<file path="src/rtl/lcd_ctrl_pkg.sv">
// lcd_ctrl_pkg
//   Shared definitions for the character-LCD write sequencer: FSM state
//   encodings, power-on init ROM length and byte constants, the clear/home
//   detect mask and small helper functions.
package lcd_ctrl_pkg;

   typedef enum logic [2:0] {
      ST_PWR_WAIT,
      ST_LOAD,
      ST_SETUP,
      ST_PULSE,
      ST_HOLD,
      ST_EXEC,
      ST_IDLE
   } state_t;

   localparam int          INIT_LEN      = 6;
   localparam logic [7:0]  LCD_FUNC_SET  = 8'h38;
   localparam logic [7:0]  LCD_DISP_ON   = 8'h0C;
   localparam logic [7:0]  LCD_CLEAR     = 8'h01;
   localparam logic [7:0]  LCD_ENTRY     = 8'h06;
   // Commands whose upper six bits are zero (0x01/0x02/0x03) need the long wait.
   localparam logic [7:0]  CLR_HOME_MASK = 8'hFC;

   function automatic int imax(input int a, input int b);
      return (a > b) ? a : b;
   endfunction

   function automatic logic is_clr_home(input logic rs, input logic [7:0] d);
      return !rs && ((d & CLR_HOME_MASK) == 8'h00);
   endfunction

endpackage

</file>
<file path="src/rtl/lcd_timer.sv">
// lcd_timer
//   Loadable down-counter shared by every timed state of lcd_ctrl.
//   Loading N makes 'done' assert on the Nth cycle after the load edge, so a
//   state that loads N on entry and leaves on 'done' lasts exactly N cycles.
// Ports
//   clk, rst   clock / async active-high reset (counter resets to RST_VAL)
//   load       load strobe (wins over counting)
//   load_val   value to load
//   done       counter has reached 1 (last cycle of the interval)
module lcd_timer #(
   parameter int             CW      = 8,
   parameter logic [CW-1:0]  RST_VAL = '0
) (
   input  logic           clk,
   input  logic           rst,
   input  logic           load,
   input  logic [CW-1:0]  load_val,
   output logic           done
);

   logic [CW-1:0] cnt;

   always_ff @(posedge clk or posedge rst) begin
      if (rst)              cnt <= RST_VAL;
      else if (load)        cnt <= load_val;
      else if (cnt != '0)   cnt <= cnt - 1'b1;
   end

   assign done = (cnt == CW'(1));

endmodule

</file>
<file path="src/rtl/lcd_ctrl.sv">
// lcd_ctrl
//   Write-only sequencer for an HD44780-style character LCD. After reset it
//   waits T_POWERON cycles, runs the 6-entry init ROM, then accepts one byte
//   at a time over valid/ready and generates setup / enable / hold / execute
//   timing for each write.
// Ports
//   clk, rst            clock / async active-high reset
//   req_valid/ready     byte handshake (transfer on valid & ready)
//   req_rs, req_data    register select (0 cmd, 1 data) and byte
//   init_done           sticky init-complete flag
//   lcd_data/rs/rw/en   LCD bus (rw tied low)
module lcd_ctrl
   import lcd_ctrl_pkg::*;
#(
   parameter int T_POWERON = 750000,
   parameter int T_AS      = 3,
   parameter int T_PW      = 12,
   parameter int T_AH      = 2,
   parameter int T_EXEC    = 2500,
   parameter int T_CLEAR   = 100000
) (
   input  logic        clk,
   input  logic        rst,
   input  logic        req_valid,
   input  logic        req_rs,
   input  logic [7:0]  req_data,
   output logic        req_ready,
   output logic        init_done,
   output logic [7:0]  lcd_data,
   output logic        lcd_rs,
   output logic        lcd_rw,
   output logic        lcd_en
);

   localparam int T_MAX = imax(imax(imax(T_POWERON, T_AS), imax(T_PW, T_AH)),
                               imax(T_EXEC, T_CLEAR));
   localparam int CW    = $clog2(T_MAX + 1);

   state_t         state;
   logic [2:0]     init_idx;
   logic [7:0]     req_byte;
   logic           req_rs_q;
   logic           tmr_ld;
   logic [CW-1:0]  tmr_val;
   logic           tmr_done;

   function automatic logic [7:0] init_rom(input logic [2:0] idx);
      case (idx)
         3'd0, 3'd1, 3'd2: return LCD_FUNC_SET;
         3'd3:             return LCD_DISP_ON;
         3'd4:             return LCD_CLEAR;
         3'd5:             return LCD_ENTRY;
         default:          return LCD_FUNC_SET;
      endcase
   endfunction

   // Each timed state is entered with the timer loaded to its length; the
   // load happens on the edge that leaves the previous state.
   always_comb begin
      tmr_ld  = 1'b0;
      tmr_val = '0;
      case (state)
         ST_LOAD:  begin tmr_ld = 1'b1;     tmr_val = CW'(T_AS); end
         ST_SETUP: begin tmr_ld = tmr_done; tmr_val = CW'(T_PW); end
         ST_PULSE: begin tmr_ld = tmr_done; tmr_val = CW'(T_AH); end
         // lcd_rs/lcd_data already hold the byte being executed
         ST_HOLD:  begin
            tmr_ld  = tmr_done;
            tmr_val = is_clr_home(lcd_rs, lcd_data) ? CW'(T_CLEAR) : CW'(T_EXEC);
         end
         default: ;
      endcase
   end

   lcd_timer #(
      .CW      (CW),
      .RST_VAL (CW'(T_POWERON))
   ) u_timer (
      .clk      (clk),
      .rst      (rst),
      .load     (tmr_ld),
      .load_val (tmr_val),
      .done     (tmr_done)
   );

   assign lcd_rw = 1'b0;

   always_ff @(posedge clk or posedge rst) begin
      if (rst) begin
         state     <= ST_PWR_WAIT;
         init_idx  <= '0;
         req_byte  <= '0;
         req_rs_q  <= 1'b0;
         lcd_en    <= 1'b0;
         lcd_rs    <= 1'b0;
         lcd_data  <= '0;
         req_ready <= 1'b0;
         init_done <= 1'b0;
      end else begin
         case (state)
            ST_PWR_WAIT: if (tmr_done) state <= ST_LOAD;
            ST_LOAD: begin
               if (!init_done) begin
                  lcd_rs   <= 1'b0;
                  lcd_data <= init_rom(init_idx);
               end else begin
                  lcd_rs   <= req_rs_q;
                  lcd_data <= req_byte;
               end
               state <= ST_SETUP;
            end
            ST_SETUP: if (tmr_done) begin
               lcd_en <= 1'b1;
               state  <= ST_PULSE;
            end
            ST_PULSE: if (tmr_done) begin
               lcd_en <= 1'b0;
               state  <= ST_HOLD;
            end
            ST_HOLD: if (tmr_done) state <= ST_EXEC;
            ST_EXEC: if (tmr_done) begin
               if (!init_done && init_idx != 3'(INIT_LEN - 1)) begin
                  init_idx <= init_idx + 3'd1;
                  state    <= ST_LOAD;
               end else begin
                  init_done <= 1'b1;
                  req_ready <= 1'b1;
                  state     <= ST_IDLE;
               end
            end
            ST_IDLE: if (req_valid && req_ready) begin
               req_rs_q  <= req_rs;
               req_byte  <= req_data;
               req_ready <= 1'b0;
               state     <= ST_LOAD;
            end
            default: state <= ST_PWR_WAIT;
         endcase
      end
   end

endmodule

</file>
<file path="config.mk">
export PLATFORM = sky130hd
export DESIGN_NAME = lcd_ctrl
export DESIGN_NICKNAME = d
export VERILOG_FILES = /design/src/rtl/lcd_ctrl_pkg.sv /design/src/rtl/lcd_timer.sv /design/src/rtl/lcd_ctrl.sv
export SDC_FILE = /design/constraint.sdc
export NUM_CORES = 1
export LEC_CHECK = 0
export ABC_AREA = 1
export CORE_MARGIN = 1.5
export CORE_UTILIZATION = 50
export CTS_BUF_LIST = sky130_fd_sc_hd__clkbuf_8
export DETAILED_ROUTE_END_ITERATION = 16
export GPL_ROUTABILITY_DRIVEN = 0
export PLACE_DENSITY_LB_ADDON = 0.25
export SKIP_CTS_REPAIR_TIMING = 1
export SYNTH_ARGS = -nofsm -noshare
export SYNTH_HDL_FRONTEND = slang
export SYNTH_SLANG_ARGS = --single-unit
export TNS_END_PERCENT = 10
</file>
<file path="constraint.sdc">
create_clock -name clk -period 4.1 [get_ports clk]
set_clock_uncertainty 0.15 [all_clocks]
set_input_delay 0.615 -clock clk [delete_from_list [all_inputs] [get_ports clk]]
set_output_delay 0.615 -clock clk [all_outputs]
set_load 0.01 [all_outputs]
</file>
# [Yosys cells after proc, flatten, opt, wreduce, memory -nomap -nowiden]
# Cells that the tools add are included.
[op_classes] n_addsub=2 eq_ne=18 n_bitwise=1 mux=23 reduce_logical=18
[ops] op="$pmux W17 S4" count=1
[ops] op="$mux W20" count=2
[ops] op="$mux W3" count=7
[ops] op="$pmux W3 S7" count=1
[ops] op="$eq A20 B1 Y1 const B" count=1
[ops] op="$reduce_bool A20 Y1" count=1
[ops] op="$sub A20 B1 Y20 const B" count=1
[ops] op="$pmux W6 S3" count=1
[ops] op="$mux W17" count=1
[ops] op="$eq A3 B3 Y1 const B" count=5
[ops] op="$ne A2 B2 Y1 const B" count=7
[ops] op="$eq A3 B2 Y1 const B" count=3
[ops] op="$reduce_and A3 Y1" count=3
[ops] op="$logic_not A8 Y1" count=1
[ops] op="$mux W8" count=1
[ops] op="$mux W1" count=6
[ops] op="$pmux W1 S2" count=3
[ops] op="$reduce_and A6 Y1" count=1
[ops] op="$reduce_bool A2 Y1" count=3
[ops] op="$reduce_and A4 Y1" count=1
[ops] op="$add A3 B1 Y3 const B" count=1
[ops] op="$eq A3 B1 Y1 const B" count=1
[ops] op="$logic_and A1 B1 Y1" count=3
[ops] op="$logic_not A3 Y1" count=1
[ops] op="other kinds (5)" count=6
[word_totals] ff_bits=47 word_cells=72 output_inout_bits=13

# [Longest topological paths before layout]
[logic_depth] word_depth=5 depth_mapped=11 ltp_nobuf=11

# [Hierarchy]
# Synthesis repeated with hierarchy kept, for this count alone.
[hier_totals] cells_unflattened=384 hier_area_um2=2944.1
[modules_own_cells] mod="lcd_timer" cells_per_inst=216 area_each_um2=1545.2 instances=1 seq_area_each_um2=513.0
[modules_own_cells] mod="lcd_ctrl" cells_per_inst=168 area_each_um2=1398.8 instances=1 seq_area_each_um2=675.6

# [Worst setup path before layout]
# No wires, ideal clock.
[synth_timing] path_type="reg-to-reg" from="register u_timer.cnt[0]" to="register u_timer.cnt[11]" slack_ns=2.453 period_less_slack_ns=1.647 required_ns=3.824 path_stages_with_launch=10 arrival_ns=1.371 cell_sequence="dfrtp_1 inv_1 ha_1 nand2_1 nor2_4 nand3_1 inv_1 nand2_1 nor2_1 a21oi_1"
[synth_between] elab_chain_len=3 word_cells_on_any_way=7 classes_between="1 x add/sub; 1 x eq/ne; 3 x mux; 2 x reduce/logical"
[synth_lines] item="start, declared" line="lcd_timer.sv:21" text="logic [CW-1:0] cnt;"
[synth_lines] item="start signal, assigned" line="lcd_timer.sv:25" text="else if (load) cnt <= load_val;"
[synth_lines] item="start signal, assigned" line="lcd_timer.sv:26" text="else if (cnt != '0) cnt <= cnt - 1'b1;"
[synth_lines] item="$sub A20 B1 Y20 / $eq A20 B1 Y1 (equally long branches)" line="lcd_timer.sv:26, lcd_timer.sv:29"
[synth_lines] item="$mux W20 / $pmux W1 S2 (equally long branches)" line="lcd_timer.sv:26, lcd_ctrl.sv:62"
[synth_lines] item="$mux W20 / $reduce_bool A2 Y1 (equally long branches)"
# Several ways; a longest one is shown, not always the timed one. The select of a mux whose other input is x is not followed.
# A chain may end at the register's enable or synchronous reset.

# [Worst setup path after layout]
[layout_timing] from="register init_done" to="output init_done"
[layout_rtl] item="start, declared" line="lcd_ctrl.sv:28" text="output logic init_done,"
[layout_rtl] item="start signal, assigned" line="lcd_ctrl.sv:98" text="init_done <= 1'b0;"
[layout_rtl] item="start signal, assigned" line="lcd_ctrl.sv:126" text="init_done <= 1'b1;"
# No word-level cell between the ends.

==> impl_metrics.toml <==
[outcome]
status = "complete, no violations"

[floorplan]
ios = 25
core_um2 = 5240
die_h_um = 77.5
fp.dieArea_um2 = 6000
initial_core_util_pct = 53.0
rows = 26
die_w_um = 77.5

[drt]
vias = 2353
drt_wl_total_um = 5880
wl_per_cell_um = 12.7
dr.pass1.iters = 4
routed_via_density = 5.07
drcViolationCount = 0
drtAntennaViolNets = 0
drtIter0Drc = 131

[sta]
slew_viol_final = 0
fin_crit_sh_pct = 55.1
clock.fmax_mhz = 443
slew_headroom_pct = 35.7
tightestPinTransition_ps = 962
hold_viol_final = 0
rsz0062_at_grt = "false"
finalSetupTns_ps = 0
finalSetupViolations = 0
setup_ws_ps = 1840
final.min_clock_period_ps = 2260

[yosys]
synth_top_area_share_pct = 33.4
synth_common_cells = "nand2_1 (107), inv_1 (43), nor2_1 (40), dfrtp_1 (37), nand3_1 (31)"
seq_area_frac_synth_pct = 42.9
synth_area_per_cell_um2 = 7.48
synth_seq_cells = 47
syn-cell-area_um2 = 2770
synth_nets = 389
synth_edf_count = 0
ys.flop_type = "dfrtp_1"
synthesis.instances = 371
yosysWarnings = 0
synth.most_common_cell = "nand2_1"
synth_area_leaders = "dfrtp_1 (33%), nand2_1 (14%), dfstp_2 (9.5%)"
yosysTopAreaCell = "dfrtp_1"
synth_cell_types = 31
synth-async-reset-ratio_pct = 100

[critical_path]
end_kind = "output port"
critPathTopFamily = "buffers and inverters"
worstPathCellList = "clkdlybuf4s50_1"
cp-start-kind = "flop"
path_class = "reg -> out"
worstPathArrival_ps = 1490
r2r_slack_ps = 2060
critPathMaxStageDelay_ps = 610
critPathBufInv = 1
critPathMaxFanout = 11
cp.required_ps = 3340
cpMaxStageDelayCell = "clkdlybuf4s50_1"

[pwr]
p_int_uw = 611
combPwrFrac_pct = 2.5
switching_share_pct = 22.5
pwr-share-seq_pct = 58.9
p_sw_uw = 177
peakVddDrop_mv = 0.185
clkPwrFrac_pct = 38.6
leakage_uw = 0.00172
powerDensity_nw_per_um2 = 251

[clock_tree]
clock_path_buffers = 2
cts_tree = "built"
clock_latency_ps = 310
cts-htree-levels = 2
clockRootBuffer = "clkbuf_8"
clk_pin_slew_ps = 90
cts_buffers = 5
cts_sinks = 47

[global_route]
overflow = 0
grt_max_degree = 48
antenna_found_initial = 0
grt_pass1_vias = 2277
grtUsageTotal_pct = 21.8
grt_pass1_wl_um = 10400

[final_layout]
postLayoutCoreUtil_pct = 59.9
fin_area_um2 = 3140
area_delta_synth_final_pct = 13.0
multi_input_area_um2 = 1340
fin_nets = 411
register_area_um2 = 1190
fillers = 489
n_antenna_cell = 0
drive_gt1_share_pct = 11.4
final_cells = 464

[placed_design]
place_hpwl_um = 4440
place_ws_ps = 1970
place.port_buffers = 23
placed_cells = 456
place_area_um2 = 3040

[flow_run]
maxCapViolCount = 0

[worst_hold_path]
hold_class = "reg -> reg"
-- layout make-up --
cell class,instances,area share [%]
Timing Repair Buffer,24,7.58
Inverter,49,5.87
Multi-Input combinational cell,266,42.7
Clock buffer,6,2.63
Clock inverter,2,0.519
Sequential cell,47,37.9
Tap cell,70,2.79
-- power groups by stage --
stage	clock [uW]	sequential, uW	combinational, uW
2_1_floorplan	0	472	8.15
3_3_place_gp	0	472	20.5
3_5_place_dp	0	472	20.6
4_1_cts	311	464	20.8
5_1_grt	330	464	23.1
6_report	304	464	19.7
-- placed cells by master, fill, tap and decap left out, drive strengths merged, types with 2 or more instances in the layout --
cell,n
nand2,112
nor2,52
inv,48
dfrtp,37
nand3,32
clkdlybuf4s50,23
o21ai,17
a21oi,14
dfstp,10
xor2,8
nor3,8
nand4,7
ha,6
clkbuf,6
nand3b,5
clkinv,2
-- logic make-up after synthesis --
logic type               share of synthesized area, %
AND/OR/NAND/NOR                                  36.4
buffers and inverters                            8.89
flip-flops                                       42.9
AO/OA/AOI/OAI                                    6.18
XOR/XNOR                                         2.84
adder cells (fa/ha/maj)                          2.71
other                                           0.135
-- routing by layer --
layer	up-vias	track usage [%]	part of all wire, %
met5	-	0	0
met1	1093	27.9	47
met2	48	37.3	48
met4	0	7.45	1.5
met3	9	3.65	3.9
li1	1203	-	-
-- metrics by stage --
stage | total power, uW | hold slack [ps]
2_1_floorplan | 481 | 287
3_3_place_gp | 493 | 306
3_5_place_dp | 493 | 313
4_1_cts | 795 | 336
5_1_grt | 817 | 358
6_report | 788 | 333
-- registers in the layout (all words and copies together), names as in the netlist, 3 cells and up --
name,flops
lcd_data,8
state,3
req_byte,8
u_timer.cnt,20
init_idx,3
-- final timing paths --
check / cells past startpoint / from / to
worst min register to register: 2 / req_byte[7]$_DFFE_PP0P_ / req_byte[7]$_DFFE_PP0P_
worst min-delay path: 2 / req_byte[7]$_DFFE_PP0P_ / req_byte[7]$_DFFE_PP0P_
max in group asynchronous: 2 / rst / state[2]$_DFFE_PP0P_
worst max register to register: 8 / state[2]$_DFFE_PP0P_ / state[1]$_DFFE_PP0P_
min in group asynchronous: 2 / rst / u_timer.cnt[9]$_DFFE_PP0P_
worst max-delay path: 1 / init_done$_DFFE_PP0P_ / init_done
(Power assumes the default switching activity.)
